File: src/rtl/neuron_mac.sv
`default_nettype none
// ============================================================================
//  Module   : neuron_mac
//  Purpose  : Single artificial neuron. Accepts an input vector, multiplies it
//             against a stored weight vector LANES products per cycle, adds a
//             stored bias, applies an activation and saturates the result to
//             the data word width.
//  Ports    : clock, reset       - rising-edge clock, async active-high reset
//             in_valid/in_ready  - input vector handshake (ready only in IDLE)
//             inputs             - NUM_INPUTS signed fixed-point words
//             wr_en/addr/data    - weight (addr < NUM_INPUTS) or bias
//                                  (addr == NUM_INPUTS) write, IDLE only
//             out/out_valid/out_ready - activated result handshake
//  Revision : 1.0 - initial release
// ============================================================================
module neuron_mac #(
    parameter int    DATA_WIDTH = 16,
    parameter int    FRAC_BITS  = 8,
    parameter int    NUM_INPUTS = 16,
    parameter int    LANES      = 4,
    parameter string ACTIVATION = "relu"
) (
    input  logic                                  clock,
    input  logic                                  reset,
    input  logic                                  in_valid,
    output logic                                  in_ready,
    input  logic [NUM_INPUTS-1:0][DATA_WIDTH-1:0] inputs,
    input  logic                                  wr_en,
    input  logic [$clog2(NUM_INPUTS+1)-1:0]       wr_addr,
    input  logic signed [DATA_WIDTH-1:0]          wr_data,
    output logic signed [DATA_WIDTH-1:0]          out,
    output logic                                  out_valid,
    input  logic                                  out_ready
);

    localparam int NUM_BEATS = NUM_INPUTS / LANES;
    localparam int ADDR_W    = $clog2(NUM_INPUTS + 1);
    localparam int IDX_W     = (NUM_INPUTS > 1) ? $clog2(NUM_INPUTS) : 1;
    localparam int BEAT_W    = (NUM_BEATS > 1) ? $clog2(NUM_BEATS) : 1;
    // Wide enough for NUM_INPUTS full-scale products plus the shifted bias.
    localparam int ACC_W     = 2 * DATA_WIDTH + $clog2(NUM_INPUTS) + 1;

    localparam logic [BEAT_W-1:0] LAST_BEAT = BEAT_W'(NUM_BEATS - 1);
    localparam logic [ADDR_W-1:0] BIAS_ADDR = ADDR_W'(NUM_INPUTS);

    localparam logic signed [ACC_W-1:0] SAT_MAX =
        {{(ACC_W - DATA_WIDTH + 1){1'b0}}, {(DATA_WIDTH - 1){1'b1}}};
    localparam logic signed [ACC_W-1:0] SAT_MIN =
        {{(ACC_W - DATA_WIDTH + 1){1'b1}}, {(DATA_WIDTH - 1){1'b0}}};

    localparam logic [1:0] S_IDLE = 2'd0;
    localparam logic [1:0] S_MAC  = 2'd1;
    localparam logic [1:0] S_ACT  = 2'd2;
    localparam logic [1:0] S_DONE = 2'd3;

    // ------------------------------------------------------------------
    // Elaboration-time parameter checks
    // ------------------------------------------------------------------
    if (NUM_INPUTS % LANES != 0) begin : g_bad_lanes
        $error("neuron_mac: NUM_INPUTS must be a multiple of LANES");
    end

    logic [1:0]                   state;
    logic [1:0]                   next_state;
    logic                         accept;
    logic                         param_wr;
    logic [BEAT_W-1:0]            beat;
    logic signed [ACC_W-1:0]      acc;
    logic signed [ACC_W-1:0]      beat_sum;
    logic signed [DATA_WIDTH-1:0] data_q  [NUM_INPUTS];
    logic signed [DATA_WIDTH-1:0] weights [NUM_INPUTS];
    logic signed [DATA_WIDTH-1:0] bias;
    logic signed [2*DATA_WIDTH-1:0] prod  [LANES];
    logic signed [ACC_W-1:0]      biased;
    logic signed [ACC_W-1:0]      scaled;
    logic signed [ACC_W-1:0]      activated;
    logic signed [DATA_WIDTH-1:0] out_next;

    assign accept   = in_valid && in_ready;
    // Parameters only change in IDLE so a running computation sees a stable set.
    assign param_wr = wr_en && (state == S_IDLE);

    // ------------------------------------------------------------------
    // FSM: state register
    // ------------------------------------------------------------------
    always_ff @(posedge clock or posedge reset) begin
        if (reset) begin
            state <= S_IDLE;
        end else begin
            state <= next_state;
        end
    end

    // ------------------------------------------------------------------
    // FSM: next-state logic
    // ------------------------------------------------------------------
    always_comb begin
        next_state = state;
        case (state)
            S_IDLE:  if (in_valid)          next_state = S_MAC;
            S_MAC:   if (beat == LAST_BEAT) next_state = S_ACT;
            S_ACT:                          next_state = S_DONE;
            S_DONE:  if (out_ready)         next_state = S_IDLE;
            default:                        next_state = S_IDLE;
        endcase
    end

    // ------------------------------------------------------------------
    // FSM: outputs
    // ------------------------------------------------------------------
    always_comb begin
        in_ready  = (state == S_IDLE);
        out_valid = (state == S_DONE);
    end

    // ------------------------------------------------------------------
    // Lane multipliers: lane l of beat b uses element b*LANES + l
    // ------------------------------------------------------------------
    for (genvar l = 0; l < LANES; l++) begin : g_lane
        logic [IDX_W-1:0] idx;
        assign idx     = IDX_W'(int'(beat) * LANES + l);
        assign prod[l] = data_q[idx] * weights[idx];
    end

    always_comb begin
        beat_sum = '0;
        for (int l = 0; l < LANES; l++) begin
            beat_sum = beat_sum + ACC_W'(prod[l]);
        end
    end

    // ------------------------------------------------------------------
    // Bias, rescale and activation
    // ------------------------------------------------------------------
    assign biased = acc + (ACC_W'(bias) <<< FRAC_BITS);
    assign scaled = biased >>> FRAC_BITS;

    if (ACTIVATION == "relu") begin : g_act_relu
        assign activated = scaled[ACC_W-1] ? '0 : scaled;
    end else if (ACTIVATION == "identity") begin : g_act_identity
        assign activated = scaled;
    end else if (ACTIVATION == "leaky") begin : g_act_leaky
        assign activated = scaled[ACC_W-1] ? (scaled >>> 3) : scaled;
    end else begin : g_act_bad
        assign activated = scaled;
        $error("neuron_mac: ACTIVATION must be relu, identity or leaky");
    end

    always_comb begin
        out_next = activated[DATA_WIDTH-1:0];
        if (activated > SAT_MAX) begin
            out_next = SAT_MAX[DATA_WIDTH-1:0];
        end else if (activated < SAT_MIN) begin
            out_next = SAT_MIN[DATA_WIDTH-1:0];
        end
    end

    // ------------------------------------------------------------------
    // Input vector capture (contents are don't-care until the handshake)
    // ------------------------------------------------------------------
    always_ff @(posedge clock) begin
        if (accept) begin
            for (int i = 0; i < NUM_INPUTS; i++) begin
                data_q[i] <= $signed(inputs[i]);
            end
        end
    end

    // ------------------------------------------------------------------
    // Accumulator, beat counter and result register
    // ------------------------------------------------------------------
    always_ff @(posedge clock or posedge reset) begin
        if (reset) begin
            acc  <= '0;
            beat <= '0;
            out  <= '0;
        end else begin
            if (accept) begin
                acc  <= '0;
                beat <= '0;
            end else if (state == S_MAC) begin
                acc  <= acc + beat_sum;
                beat <= beat + BEAT_W'(1);
            end
            if (state == S_ACT) begin
                out <= out_next;
            end
        end
    end

    // ------------------------------------------------------------------
    // Weight and bias storage
    // ------------------------------------------------------------------
    always_ff @(posedge clock or posedge reset) begin
        if (reset) begin
            for (int i = 0; i < NUM_INPUTS; i++) begin
                weights[i] <= '0;
            end
            bias <= '0;
        end else if (param_wr) begin
            if (wr_addr < BIAS_ADDR) begin
                weights[wr_addr[IDX_W-1:0]] <= wr_data;
            end else if (wr_addr == BIAS_ADDR) begin
                bias <= wr_data;
            end
        end
    end

endmodule
`default_nettype wire
File: config.mk
export PLATFORM = sky130hd
export DESIGN_NAME = neuron_mac
export DESIGN_NICKNAME = d
export VERILOG_FILES = /design/src/rtl/neuron_mac.sv
export SDC_FILE = /design/constraint.sdc
export NUM_CORES = 2
export LEC_CHECK = 0
export CORE_MARGIN = 10
export CORE_UTILIZATION = 31
export DETAILED_ROUTE_END_ITERATION = 8
export PLACE_DENSITY_LB_ADDON = 0.3
export SLEW_MARGIN = 5
export SYNTH_ARGS = -nofsm -noshare
export SYNTH_HDL_FRONTEND = slang
export SYNTH_SLANG_ARGS = --single-unit
File: constraint.sdc
create_clock -name clock -period 16.2 [get_ports clock]
set_input_delay 4.05 -clock clock [delete_from_list [all_inputs] [get_ports clock]]
set_output_delay 4.05 -clock clock [all_outputs]
set_load 0.01 [all_outputs]
==> flow_metrics.env <==
export IMPL_outcome="finished clean"
export IMPL_die_height_um=488
export IMPL_setup_tns_ns=0
export IMPL_worstPathRequired_ns=16.81
export IMPL_async_flop_share_pct=56.2
export IMPL_rr_startpoint="beat[1]$_DFFE_PP0P_"
export IMPL_cts_repair_resized=0
export IMPL_hold_buffers=0
export IMPL_hold_end="out[15]$_DFFE_PP0P_"
export IMPL_cts_setup_buffers=0
export IMPL_hold_path_class="flip-flop to flip-flop"
export IMPL_cts_num_sinks=585
export IMPL_period_minus_slack_ns=12.33
export IMPL_cp_max_fo=106
export IMPL_arrival_ns=12.94
export IMPL_layout_drive_gt1_share_pct=9.54
export IMPL_synth_top_area_share_pct=39.6
export IMPL_cts_buffers=69
export IMPL_synth_seq_area_share_pct=23.5
export IMPL_grt_pass1_vias=49200
export IMPL_dieArea_sq_um=238000
export IMPL_end_kind="flip-flop"
export IMPL_fin_worst_skew_ns=0.0476
export IMPL_clock_root_buffer="clkbuf_16"
export IMPL_r2r_setup_slack_ns=3.87
export IMPL_holdCritStartpoint="out[15]$_DFFE_PP0P_"
export IMPL_track_usage_pct=17.4
export IMPL_crit_top_cell="fa_1"
export IMPL_rows=171
export IMPL_hpwl_um=173000
export IMPL_grt_pass1_wl_um=311000
export IMPL_core_sq_um=217000
export IMPL_grt_max_degree=172
export IMPL_reg2reg_depth=29
export IMPL_holdPathStages=1
export IMPL_maxCapViolations=0
export IMPL_finalNetCount=8374
export IMPL_cp_slowest_cell="o21ai_1"
export IMPL_cts_path_max_buffers=3
export IMPL_cts_htree_levels=3
export IMPL_portBuffers=299
export IMPL_fmax_mhz=81.1
export IMPL_io_pins=300
export IMPL_wl_per_cell_um=22.0
export IMPL_cts_tree="done"
export IMPL_vias_per_cell=4.75
export IMPL_synthesis_area_sq_um=67800
export IMPL_initial_core_util_pct=31.2
export IMPL_critPathKind="flip-flop to flip-flop"
export IMPL_r2r_end="acc[30]$_DFFE_PP0P_"
export IMPL_vias=44300
export IMPL_synth_cell_types=67
export IMPL_synth_edf_count=256
export IMPL_worstMarginPinSlew_ns=1.36
export IMPL_synthTopCellsByArea="fa_1, dfrtp_1, edfxtp_1, inv_1, ha_1"
export IMPL_gp_congestion=0.928
export IMPL_synthCells=6172
export IMPL_area_growth_pct=12.8
export IMPL_synth_flop_cell="dfrtp_1"
export IMPL_synth_yosys_warnings=0
export IMPL_final_max_slew_viol_count=0
export IMPL_finalHoldViolCount=0
export IMPL_grt_antenna_before_repair=10
export IMPL_drc=0
export IMPL_synth_seq_cells=585
export IMPL_cp_start_kind="flip-flop"
export IMPL_dr_pass1_iters=6
export IMPL_setup_viol=0
export IMPL_path_clk_slew_ns=0.07
export IMPL_period_share_pct=76.1
export IMPL_slew_headroom_pct=8.97
export IMPL_totalWireLength_um=205000
export IMPL_ant_nets=0
export IMPL_rsz0062_at_grt="false"
export IMPL_syn_nets=8135
export IMPL_avgSynthCellArea_sq_um=11.0
export IMPL_dieWidth_um=488
export IMPL_clkLatencyLatePin_ns=0.70
export IMPL_grt_overflow=0
export IMPL_yosysTopAreaCell="fa_1"
export IMPL_first_iter_violations=2820
export IMPL_cp_slowest_stage_delay_ns=1.03
## routing by layer
metal	up-vias	share of wire, %	track usage [%]
li1	19200	-	-
met5	-	0.0063	0
met1	23700	41	22.6
met4	2	2.6	4.54
met3	222	5.4	2.66
met2	1151	51	30.2
## state kept, by name (all words and copies together), names as in the netlist
signal / flops
out: 16
bias: 16
weights: 256
state: 2
acc: 37
data_q: 256
beat: 2
## layout by cell type (no fill, tap or decap), types with 8 or more instances in the layout
cell type        Yosys  routed
a21oi_1             64      64
a22oi_1             19      19
o21a_1              61      61
nand3_1             20      20
nand4_1              8       8
xnor2_1             37      37
buf_4                0      78
inv_1             1458    1457
mux2_2             351     351
nor2b_1             29      29
clkbuf_1           179      23
ha_1               341     340
clkbuf_16            0      69
and3_1               8       8
clkbuf_8             0       8
nor2_1             457     457
clkdlybuf4s50_1      0     299
nand2b_1            50      50
a21o_1              22      22
o21ai_0             63      58
and2_1             114     114
o21ai_1             63      61
xor2_1              12      12
mux4_2              51      51
nand2_1            588     588
edfxtp_1           256     256
dfrtp_1            329     327
nor3_1              16      15
clkinv_2             0       8
fa_1              1340    1340
mux2i_1             99      99
or2_2               15      15
## logic make-up (layout without fill, tap and decap cells)
| logic type | count (synthesis) | in the layout | share of synthesized area [%] |
|---|---|---|---|
| mux | 501 | 501 | 8.99 |
| simple gates | 1335 | 1335 | 8.47 |
| other cells | 0 | 6 | 0 |
| compound gates | 348 | 348 | 3.24 |
| buf+inv | 1673 | 1968 | 9.28 |
| xor+xnor | 49 | 49 | 0.633 |
| fa+ha+maj | 1681 | 1681 | 45.9 |
| flops | 585 | 585 | 23.5 |
## per-stage QoR
stage	instance area (sq um)	worst slack (ns)	std cells	hold slack (ns)	util [%]
after floorplan	67800	3.04	6172	0.474	-
after global placement	74200	4.22	9194	0.482	34.2
after detailed placement	74200	4.14	9194	0.488	34.2
after CTS	76400	4.12	9321	0.502	35.2
after global routing	76400	3.61	9321	0.510	35.2
final	76500	3.87	9327	0.493	35.2
## critical path, delay by kind of cell (launching register included)
| kind | cells | cell delay [ns] |
|---|---|---|
| compound gates | 10 | 4.08 |
| fa+ha+maj | 11 | 5.28 |
| buf+inv | 5 | 0.73 |
| flops | 1 | 0.90 |
| mux | 2 | 0.79 |
| simple gates | 1 | 0.13 |
## how the worst max path moves through the flow
stage                              startpoint                   to  slack, ns  depth (start not counted)
after floorplan                         reset   acc[0]$_DFFE_PP0P_       3.04                          1
after global placement    beat[1]$_DFFE_PP0P_  acc[30]$_DFFE_PP0P_       4.22                         32
after detailed placement  beat[1]$_DFFE_PP0P_  acc[30]$_DFFE_PP0P_       4.14                         29
after CTS                 beat[1]$_DFFE_PP0P_  acc[30]$_DFFE_PP0P_       4.12                         29
after global routing      beat[1]$_DFFE_PP0P_  acc[30]$_DFFE_PP0P_       3.61                         29
final                     beat[1]$_DFFE_PP0P_  acc[30]$_DFFE_PP0P_       3.87                         29
## cells in the mapped netlist (all sizes together), types with 4 or more instances
cell type     n
nand3        20
edfxtp      256
ha          341
o211ai        6
inv        1458
a22oi        19
dfrtp       329
or2          16
xor2         12
nand2b       50
a21o         22
nand4b        4
clkbuf      179
mux2i        99
o21a         61
xnor2        37
nor2b        29
mux2        351
or3           5
and2        114
a211oi        8
fa         1340
mux4         51
a21oi        64
nor4          5
nand2       588
o21bai        7
a31oi         5
and3          8
nor3         17
nand3b        5
o21ai       126
buf          34
nor2        457
nand4         8
## cell type report
type                            instances  area, sq um
Fill cell                           22000       141000
Multi-Input combinational cell       3914        45600
Sequential cell                       585        15900
Inverter                             1460         5500
Timing Repair Buffer                  381         3660
Tap cell                             2854         3570
Clock buffer                          100         1920
Clock inverter                         27          277
Antenna cell                            6         15.0
Power is not shown: default switching activity piles up to over one toggle a cycle in this logic, so the estimate is an artifact.
